[config.mk]
export PLATFORM = sky130hd
export DESIGN_NAME = pixel_descrambler
export DESIGN_NICKNAME = d
export VERILOG_FILES = /design/src/rtl/pixel_descrambler.sv
export SDC_FILE = /design/constraint.sdc
export NUM_CORES = 1
export LEC_CHECK = 0
export ABC_AREA = 1
export ABC_CLOCK_PERIOD_IN_PS = 2100
export BUFFER_PORTS_ARGS = -buffer_cell sky130_fd_sc_hd__buf_2
export CAP_MARGIN = 0
export CORE_MARGIN = 10
export CORE_UTILIZATION = 50
export DETAILED_ROUTE_END_ITERATION = 10
export PLACE_DENSITY = 0.76
export RECOVER_POWER = 25
export REMOVE_ABC_BUFFERS = 1
export SLEW_MARGIN = 10
export SYNTH_ARGS = -nofsm -noshare
export SYNTH_HDL_FRONTEND = slang
export SYNTH_SLANG_ARGS = --single-unit
[constraint.sdc]
create_clock -name clk -period 2.1 [get_ports clk]
set_input_delay 0.21 -clock clk [delete_from_list [all_inputs] [get_ports clk]]
set_output_delay 0.21 -clock clk [all_outputs]
set_load 0.005 [all_outputs]
[src/rtl/pixel_descrambler.sv]
// Receive-side camera-link descrambler: owns the per-frame key handshake and
// XORs the matching 12-bit LFSR key stream out of the incoming RGB444 pixels.

module pixel_descrambler_lane #(
  parameter int VEC_W = 4
) (
  input  logic             clk,
  input  logic             reset,
  input  logic             en,
  input  logic [VEC_W-1:0] din,
  input  logic [VEC_W-1:0] key,
  output logic [VEC_W-1:0] dout
);
  // Dropped pixels are forced to zero so the display never sees scrambled data.
  always_ff @(posedge clk or posedge reset)
    if (reset) dout <= '0;
    else       dout <= en ? (din ^ key) : '0;
endmodule

module pixel_descrambler #(
  parameter logic [11:0] SEED_INIT = 12'hACE,
  parameter logic [11:0] SEED_STEP = 12'h3A7,
  parameter int          PULSE_LEN = 4
) (
  input  logic        clk,
  input  logic        reset,
  input  logic [11:0] pix_in,
  input  logic        href_in,
  input  logic        vsync_in,
  output logic [11:0] pix_out,
  output logic        de_out,
  output logic        href_out,
  output logic        vsync_out,
  output logic        key_reset_c,
  output logic [11:0] key_code,
  output logic [7:0]  frame_cnt,
  output logic        sync_err
);
  localparam int NUM_LANES = 3;
  localparam int VEC_W     = 4;
  localparam int STAGES    = 1;
  localparam int CW        = $clog2(PULSE_LEN);

  typedef enum logic [1:0] {IDLE, SYNC, ARMED, RUN} state_t;

  state_t          state, state_nxt;
  logic [11:0]     lfsr, lfsr_step, seed_sum, seed_next;
  logic [CW-1:0]   pulse_cnt;
  logic            first_frame, vs_rise, active, pulse_done, sync_enter;
  logic [STAGES:0] vld_pipe;

  logic [NUM_LANES-1:0][VEC_W-1:0] pix_lanes, key_lanes, out_lanes;

  assign vs_rise    = vsync_in & ~vsync_out;
  assign active     = (state == ARMED) || (state == RUN);
  assign pulse_done = (pulse_cnt == CW'(PULSE_LEN - 1));
  assign lfsr_step  = {lfsr[11] ^ lfsr[5] ^ lfsr[3] ^ lfsr[0], lfsr[11:1]};
  assign seed_sum   = key_code + SEED_STEP;
  // A zero seed would lock the LFSR, so it falls back to the initial seed.
  assign seed_next  = (first_frame || seed_sum == 12'h000) ? SEED_INIT : seed_sum;
  assign vld_pipe[0] = href_in & active;

  always_comb begin
    state_nxt  = state;
    sync_enter = 1'b0;
    case (state)
      IDLE:  if (vs_rise) begin state_nxt = SYNC; sync_enter = 1'b1; end
      SYNC:  if (pulse_done) state_nxt = ARMED;
      ARMED: if (vs_rise) begin state_nxt = SYNC; sync_enter = 1'b1; end
             else if (href_in) state_nxt = RUN;
      RUN:   if (vs_rise) begin state_nxt = SYNC; sync_enter = 1'b1; end
      default: state_nxt = IDLE;
    endcase
  end

  always_ff @(posedge clk or posedge reset)
    if (reset) state <= IDLE;
    else       state <= state_nxt;

  // Key handshake: seed load, frame count and the fixed-length reload pulse.
  always_ff @(posedge clk or posedge reset)
    if (reset) begin
      key_code    <= SEED_INIT;
      first_frame <= 1'b1;
      frame_cnt   <= 8'h00;
      key_reset_c <= 1'b0;
      pulse_cnt   <= '0;
    end else if (sync_enter) begin
      key_code    <= seed_next;
      first_frame <= 1'b0;
      frame_cnt   <= frame_cnt + 8'd1;
      key_reset_c <= 1'b1;
      pulse_cnt   <= '0;
    end else if (state == SYNC) begin
      if (pulse_done) key_reset_c <= 1'b0;
      else            pulse_cnt   <= pulse_cnt + CW'(1);
    end

  // Seed load wins over stepping; the stream only advances on accepted pixels.
  always_ff @(posedge clk or posedge reset)
    if (reset)            lfsr <= SEED_INIT;
    else if (sync_enter)  lfsr <= seed_next;
    else if (vld_pipe[0]) lfsr <= lfsr_step;

  always_ff @(posedge clk or posedge reset)
    if (reset)                          sync_err <= 1'b0;
    else if (state == SYNC && href_in)  sync_err <= 1'b1;

  always_ff @(posedge clk or posedge reset)
    if (reset) begin
      href_out            <= 1'b0;
      vsync_out           <= 1'b0;
      vld_pipe[STAGES:1]  <= '0;
    end else begin
      href_out            <= href_in;
      vsync_out           <= vsync_in;
      vld_pipe[STAGES:1]  <= vld_pipe[STAGES-1:0];
    end

  assign de_out = vld_pipe[STAGES];

  assign pix_lanes = pix_in;
  assign key_lanes = lfsr;

  for (genvar g = 0; g < NUM_LANES; g++) begin : g_lane
    pixel_descrambler_lane #(.VEC_W(VEC_W)) u_lane (
      .clk   (clk),
      .reset (reset),
      .en    (vld_pipe[0]),
      .din   (pix_lanes[g]),
      .key   (key_lanes[g]),
      .dout  (out_lanes[g])
    );
  end

  assign pix_out = out_lanes;
endmodule

== Word level (Yosys, flattened, before mapping) ==
Cells that the tools add are included.

* Flip-flop bits (word level): 54

* Add/subtract/negate cells: 3
* Eq/ne operators: 8
* Muxes and demuxes: 19
* Bitwise logic cells: 9
* Reduce and logical (&&, ||, !) cells: 13

{| class="wikitable"
|+ Operators with widths
! operator !! count
|-
| 2-to-1 mux 12 bit || 3
|-
| 2-to-1 mux 2 bit || 7
|-
| adder 12 x 10 -> 12 bit (second input constant) || 1
|-
| zero test 12 bit || 1
|-
| 2-to-1 mux 4 bit || 3
|-
| bitwise XOR 4 bit || 3
|-
| adder 8 x 1 -> 8 bit (second input constant) || 1
|-
| == test 2 bit (second input constant) || 3
|-
| one-hot mux 2 bit (3 select lines) || 1
|-
| nonzero test 2 bit || 3
|-
| 2-to-1 mux 1 bit || 5
|-
| inequality test 2 x 1 -> 1 bit (second input constant) || 2
|-
| AND reduction 2 bit || 2
|-
| inequality test 3 bit (second input constant) || 1
|-
| AND reduction 3 bit || 1
|-
| OR reduction 3 bit || 1
|-
| bitwise XOR 1 bit || 3
|-
| adder 2 x 1 -> 2 bit (second input constant) || 1
|-
| AND 1 bit || 2
|-
| == test 2 x 1 -> 1 bit (second input constant) || 1
|-
| zero test 2 bit || 1
|-
| logical OR 1 bit || 2
|-
| inequality test 2 bit (second input constant) || 1
|-
| OR reduction 2 bit || 1
|-
| 2 further kinds || 2
|}

== Logic depth before layout (Yosys ltp) ==
* Word-level depth: 6
* Gate-level depth with buffers: 16
* Depth with buffers taken out: 16

== Hierarchy ==
From an unflattened synthesis, not the netlist that was laid out.

* Cells, all modules: 332
* Area total of the unflattened synthesis: 2722.6 um2

{| class="wikitable"
|+ By module, submodules not included
! module !! times used !! cells an instance !! area an instance (um2)
|-
| pixel_descrambler || 1 || 269 || 2230.9
|-
| pixel_descrambler_lane || 3 || 21 || 163.9
|}

== Worst setup path after synthesis ==
OpenSTA, ideal clock, no wires.

* Kind: reg-to-reg
* From: register key_code[1]
* To: register key_code[1]
* Library setup time: 79 ps
* Arrival: 1772 ps
* Slack: 249 ps
* Stages on the path, launching flop included: 16
* Path buffers: 0
* Clock period less this slack: 1851 ps
* Cell sequence: dfstp_2 inv_1 ha_1 nand2_1 nand3_1 nand2_1 nand2_1 nand2_1 nand2_1 nor2_2 nand3_2 nand2_2 inv_2 nand2_1 nand2_1 o21ai_0

* Longest elaborated chain between the ends: 4

{| class="wikitable"
|+ Ends and longest elaborated chain
! what !! line !! RTL
|-
| start: declaration || 35 || <nowiki>output logic [11:0] key_code,</nowiki>
|-
| start signal: assignment || 89 || <nowiki>key_code <= seed_next;</nowiki>
|-
| adder 12 x 10 -> 12 bit * || 58 || <nowiki>assign seed_sum = key_code + SEED_STEP;</nowiki>
|-
| zero test 12 bit || 60 || <nowiki>assign seed_next = (first_frame || seed_sum == 12'h000) ? SEED_INIT : seed_sum;</nowiki>
|-
| logical OR 1 bit || 60 ||
|-
| 2-to-1 mux 12 bit * || 60 ||
|}

Mark *: on every way between the ends. The rest lies on a longest branch, timed or not.
A chain may end at the register's enable or synchronous reset.

== Final worst setup path ==
* From: register key_code[1]
* To: register key_code[7]

Same word-level chain as after synthesis.

==> run_results.csv <==
group,metric,value,unit
run_status,status,"complete, no violations",
yosys,synth_top_area_share,37.34,%
critical_path,start_kind,"flop",
flow_run,drv_cap,0,
finish,seq_area,1370,um^2
critical_path,path_cells,"inv_2 -> ha_2 -> nand2_2 -> nand3_2 -> nand2_1 -> nand2_2 -> nand3_1 -> nand2_1 -> nor2_2 -> nand3_4 -> nand2_4 -> inv_2 -> nand2_1 -> nand2_1 -> o21ai_0",
die,fp.coreArea,5075,um^2
yosys,netlist_instances,301,
sta,finalHoldViolCount,0,
clock_tree,postCtsSetupBuffers,0,
yosys,synthFlopType,"dfrtp_1",
detailed_routing,drc,0,
finish,n_antenna_cell,0,
die,die_h,92.30,um
yosys,synthMostInstantiatedCell,"nand2_1",
clock_tree,cts_buffers,5,
clock_tree,clock_latency,0.31,ns
power,swShare,40.42,%
critical_path,crit_required,2.33,ns
sta,slew_headroom,32.36,%
detailed_routing,ant_nets,0,
power,clkPwrFrac,15.2,%
detailed_routing,vias,2137,
die,die-area,8519,um^2
detailed_routing,drt_iter0_drc,111,
critical_path,max_stage_delay,0.56,ns
power,powerDensity,1484,nW/um^2
critical_path,path_max_fanout,7,
finish,fin_area,3151,um^2
yosys,ys_seq_elements,54,
die,initial_core_util,51.50,%
yosys,synth-edff-count,0,
finish,fillCellCount,459,
yosys,syn-cell-area,2614,um^2
global_routing,grt_usage,13.64,%
power,power_leakage,1.604,nW
placement,place_hpwl,4404,um
clock_tree,cts_tree,"done",
power,p_sw,1.890,mW
sta,period_minus_slack,1.980,ns
sta,fmax,0.5049,GHz
finish,drive_gt1_share,25.41,%
clock_tree,clk_pin_slew,0.10,ns
die,fp.dieW,92.30,um
critical_path,worst-path-buf-inv,2,
power,ir_worst_vdd,742.3,uV
sta,fin_crit_sh,94.31,%
placement,gp_congestion,0.9041,
global_routing,first_global_vias,2066,
die,io_pins,53,
yosys,synth_common_cells,"nand2_1, dfrtp_1, nor2_1",
critical_path,crit_arrival,2.21,ns
sta,skew,0.01317,ns
global_routing,grt-ovfl-total,0,
critical_path,endpoint_kind,"flop",
die,rows,26,
sta,layout_setup_ws,0.1196,ns
sta,slew_viol_final,0,
critical_path,critPathSlowestCell,"dfstp_2",
finish,area_growth,20.54,%
critical_path,crit_top_cell,"nand2_1",
yosys,ys_types,27,
yosys,avgSynthCellArea,8.684,um^2
power,p_int,2.786,mW
clock_tree,clock_path_buffers,2,
critical_path,criticalPathCategory,"flop to flop",
power,p_seq_share,41.5,%
sta,setup_viol,0,
clock_tree,cts-root-buf,"clkbuf_8",
placement,placed_cell_area,2984,um^2
detailed_routing,via_per_inst,4.901,
detailed_routing,routed_wl,5681,um
global_routing,grt_max_degree,30,
clock_tree,cts_sinks,54,
placement,io_buffers,52,
yosys,yosysTopAreaCell,"dfrtp_1",
yosys,yosysWarnings,0,
detailed_routing,wire_per_inst,13.03,um
placement,place_ws,-0.07793,ns
finish,nets,389,
critical_path,cp_top_family,"simple AND/OR/NAND/NOR gates",
yosys,synth.area.top_cells,"dfrtp_1, dfstp_2, nand2_1",
sta,worstMarginPinSlew,1.013,ns
detailed_routing,first_pass_iters,4,
global_routing,grt_pass1_wl,9715,um
yosys,ys_seq_area_share,52.42,%
clock_tree,cts_max_level,2,
critical_path,r2r_slack,0.12,ns
power,combPwrFrac,43.3,%
finish,multi_input_area,1110,um^2
yosys,synthArstFlopShare,100.0,%
global_routing,antenna_found_initial,0,
hold_path,hold_path.class,"input pin to flop",
==> layer usage <==
metal  part of all wire, %  vias up  GRT usage (%)  wire length, um
li1                      -     1083              -                -
met1                    48      988          18.95             2738
met2                    44       62          20.12             2520
met3                   6.3        4          3.471              359
met4                   1.1        0          4.756               63
met5                     0        -              0                0
==> path summary, 6_finish.rpt <==
kind / endpoint / depth (start not counted) / start
max in group asynchronous: key_code[3] / 4 / reset
worst min register to register: sync_err / 1 / sync_err
min in group asynchronous: pulse_cnt[1] / 3 / reset
worst max register to register: key_code[7] / 15 / key_code[1]
worst max-delay path: key_code[7] / 15 / key_code[1]
worst min-delay path: href_out / 1 / href_in
==> cells by family (layout without fill, tap and decap cells) <==
kind of cell	after synthesis	after routing	share of synthesized area (%)
simple gates	136	136	21.54
xor+xnor	20	20	6.702
flops	54	54	52.42
buf+inv	41	106	6.606
fa+ha+maj	8	8	3.830
compound gates	42	42	8.904
==> placed cells by master (no fill, tap or decap), drive strengths merged, types with 2 or more instances in the layout <==
cell type	Yosys	final
buf	1	53
dfrtp	39	39
nand4	5	5
xor2	5	5
ha	8	8
nor3	2	2
nand3	18	18
inv	36	36
nand2	73	73
a21oi	9	9
a22oi	3	3
dlygate4sd3	0	2
nor2	38	38
o21ai	27	27
dfstp	15	15
xnor2	15	15
clkbuf	4	14
==> sequential cells by signal, summed over array words and instances (netlist names) <==
register / cells
href_out: 1
de_out: 1
key_code: 12
pulse_cnt: 2
key_lanes: 12
key_reset_c: 1
sync_err: 1
state: 2
first_frame: 1
g_lane.u_lane.dout: 12
frame_cnt: 8
vsync_out: 1
==> worst reg2reg max path, cell delays in order, from the launching register on <==
cell	delay [ns]
dfstp_2	0.56
inv_2	0.05
ha_2	0.18
nand2_2	0.08
nand3_2	0.09
nand2_1	0.08
nand2_2	0.07
nand3_1	0.07
nand2_1	0.08
nor2_2	0.16
nand3_4	0.13
nand2_4	0.12
inv_2	0.05
nand2_1	0.05
nand2_1	0.07
o21ai_0	0.08
==> layout make-up <==
| class | count | share of cell area (%) |
|---|---|---|
| Multi-Input combinational cell | 206 | 35.23 |
| Clock buffer | 7 | 2.740 |
| Clock inverter | 1 | 0.9531 |
| Sequential cell | 54 | 43.49 |
| Tap cell | 70 | 2.780 |
| Inverter | 36 | 4.289 |
| Timing Repair Buffer | 62 | 10.52 |
==> timing repair <==
item / 4_1_cts / 5_1_grt
gates resized for setup: 1 / 15
pin swaps: 0 / 6
hold buffers: 1 / 1
setup endpoints to repair: 2 / 24
endpoints found under the hold margin: 19 / 1
==> power groups by stage <==
| stage | sequential, mW | combinational (mW) | clock (mW) |
|---|---|---|---|
| 2_1_floorplan | 1.90 | 1.31 | 0 |
| 3_3_place_gp | 1.93 | 1.93 | 0 |
| 3_5_place_dp | 1.94 | 1.98 | 0 |
| 4_1_cts | 1.93 | 1.99 | 0.726 |
| 5_1_grt | 2.01 | 2.36 | 0.784 |
| 6_report | 1.94 | 2.03 | 0.710 |
==> stage by stage <==
stage	setup TNS, ns	hold slack [ns]	power (mW)	util (%)	instances
4_1_cts	0	0.004904	4.645	61.29	435
6_report	0	0.08193	4.676	62.08	436
2_1_floorplan	-3.523	0.2414	3.216	-	296
3_3_place_gp	-0.05770	0.2968	3.857	58.80	426
3_5_place_dp	-0.09039	0.3039	3.917	58.80	426
5_1_grt	-0.08994	0.06017	5.154	62.08	436
No activity file was read; power rests on OpenSTA's default activity.
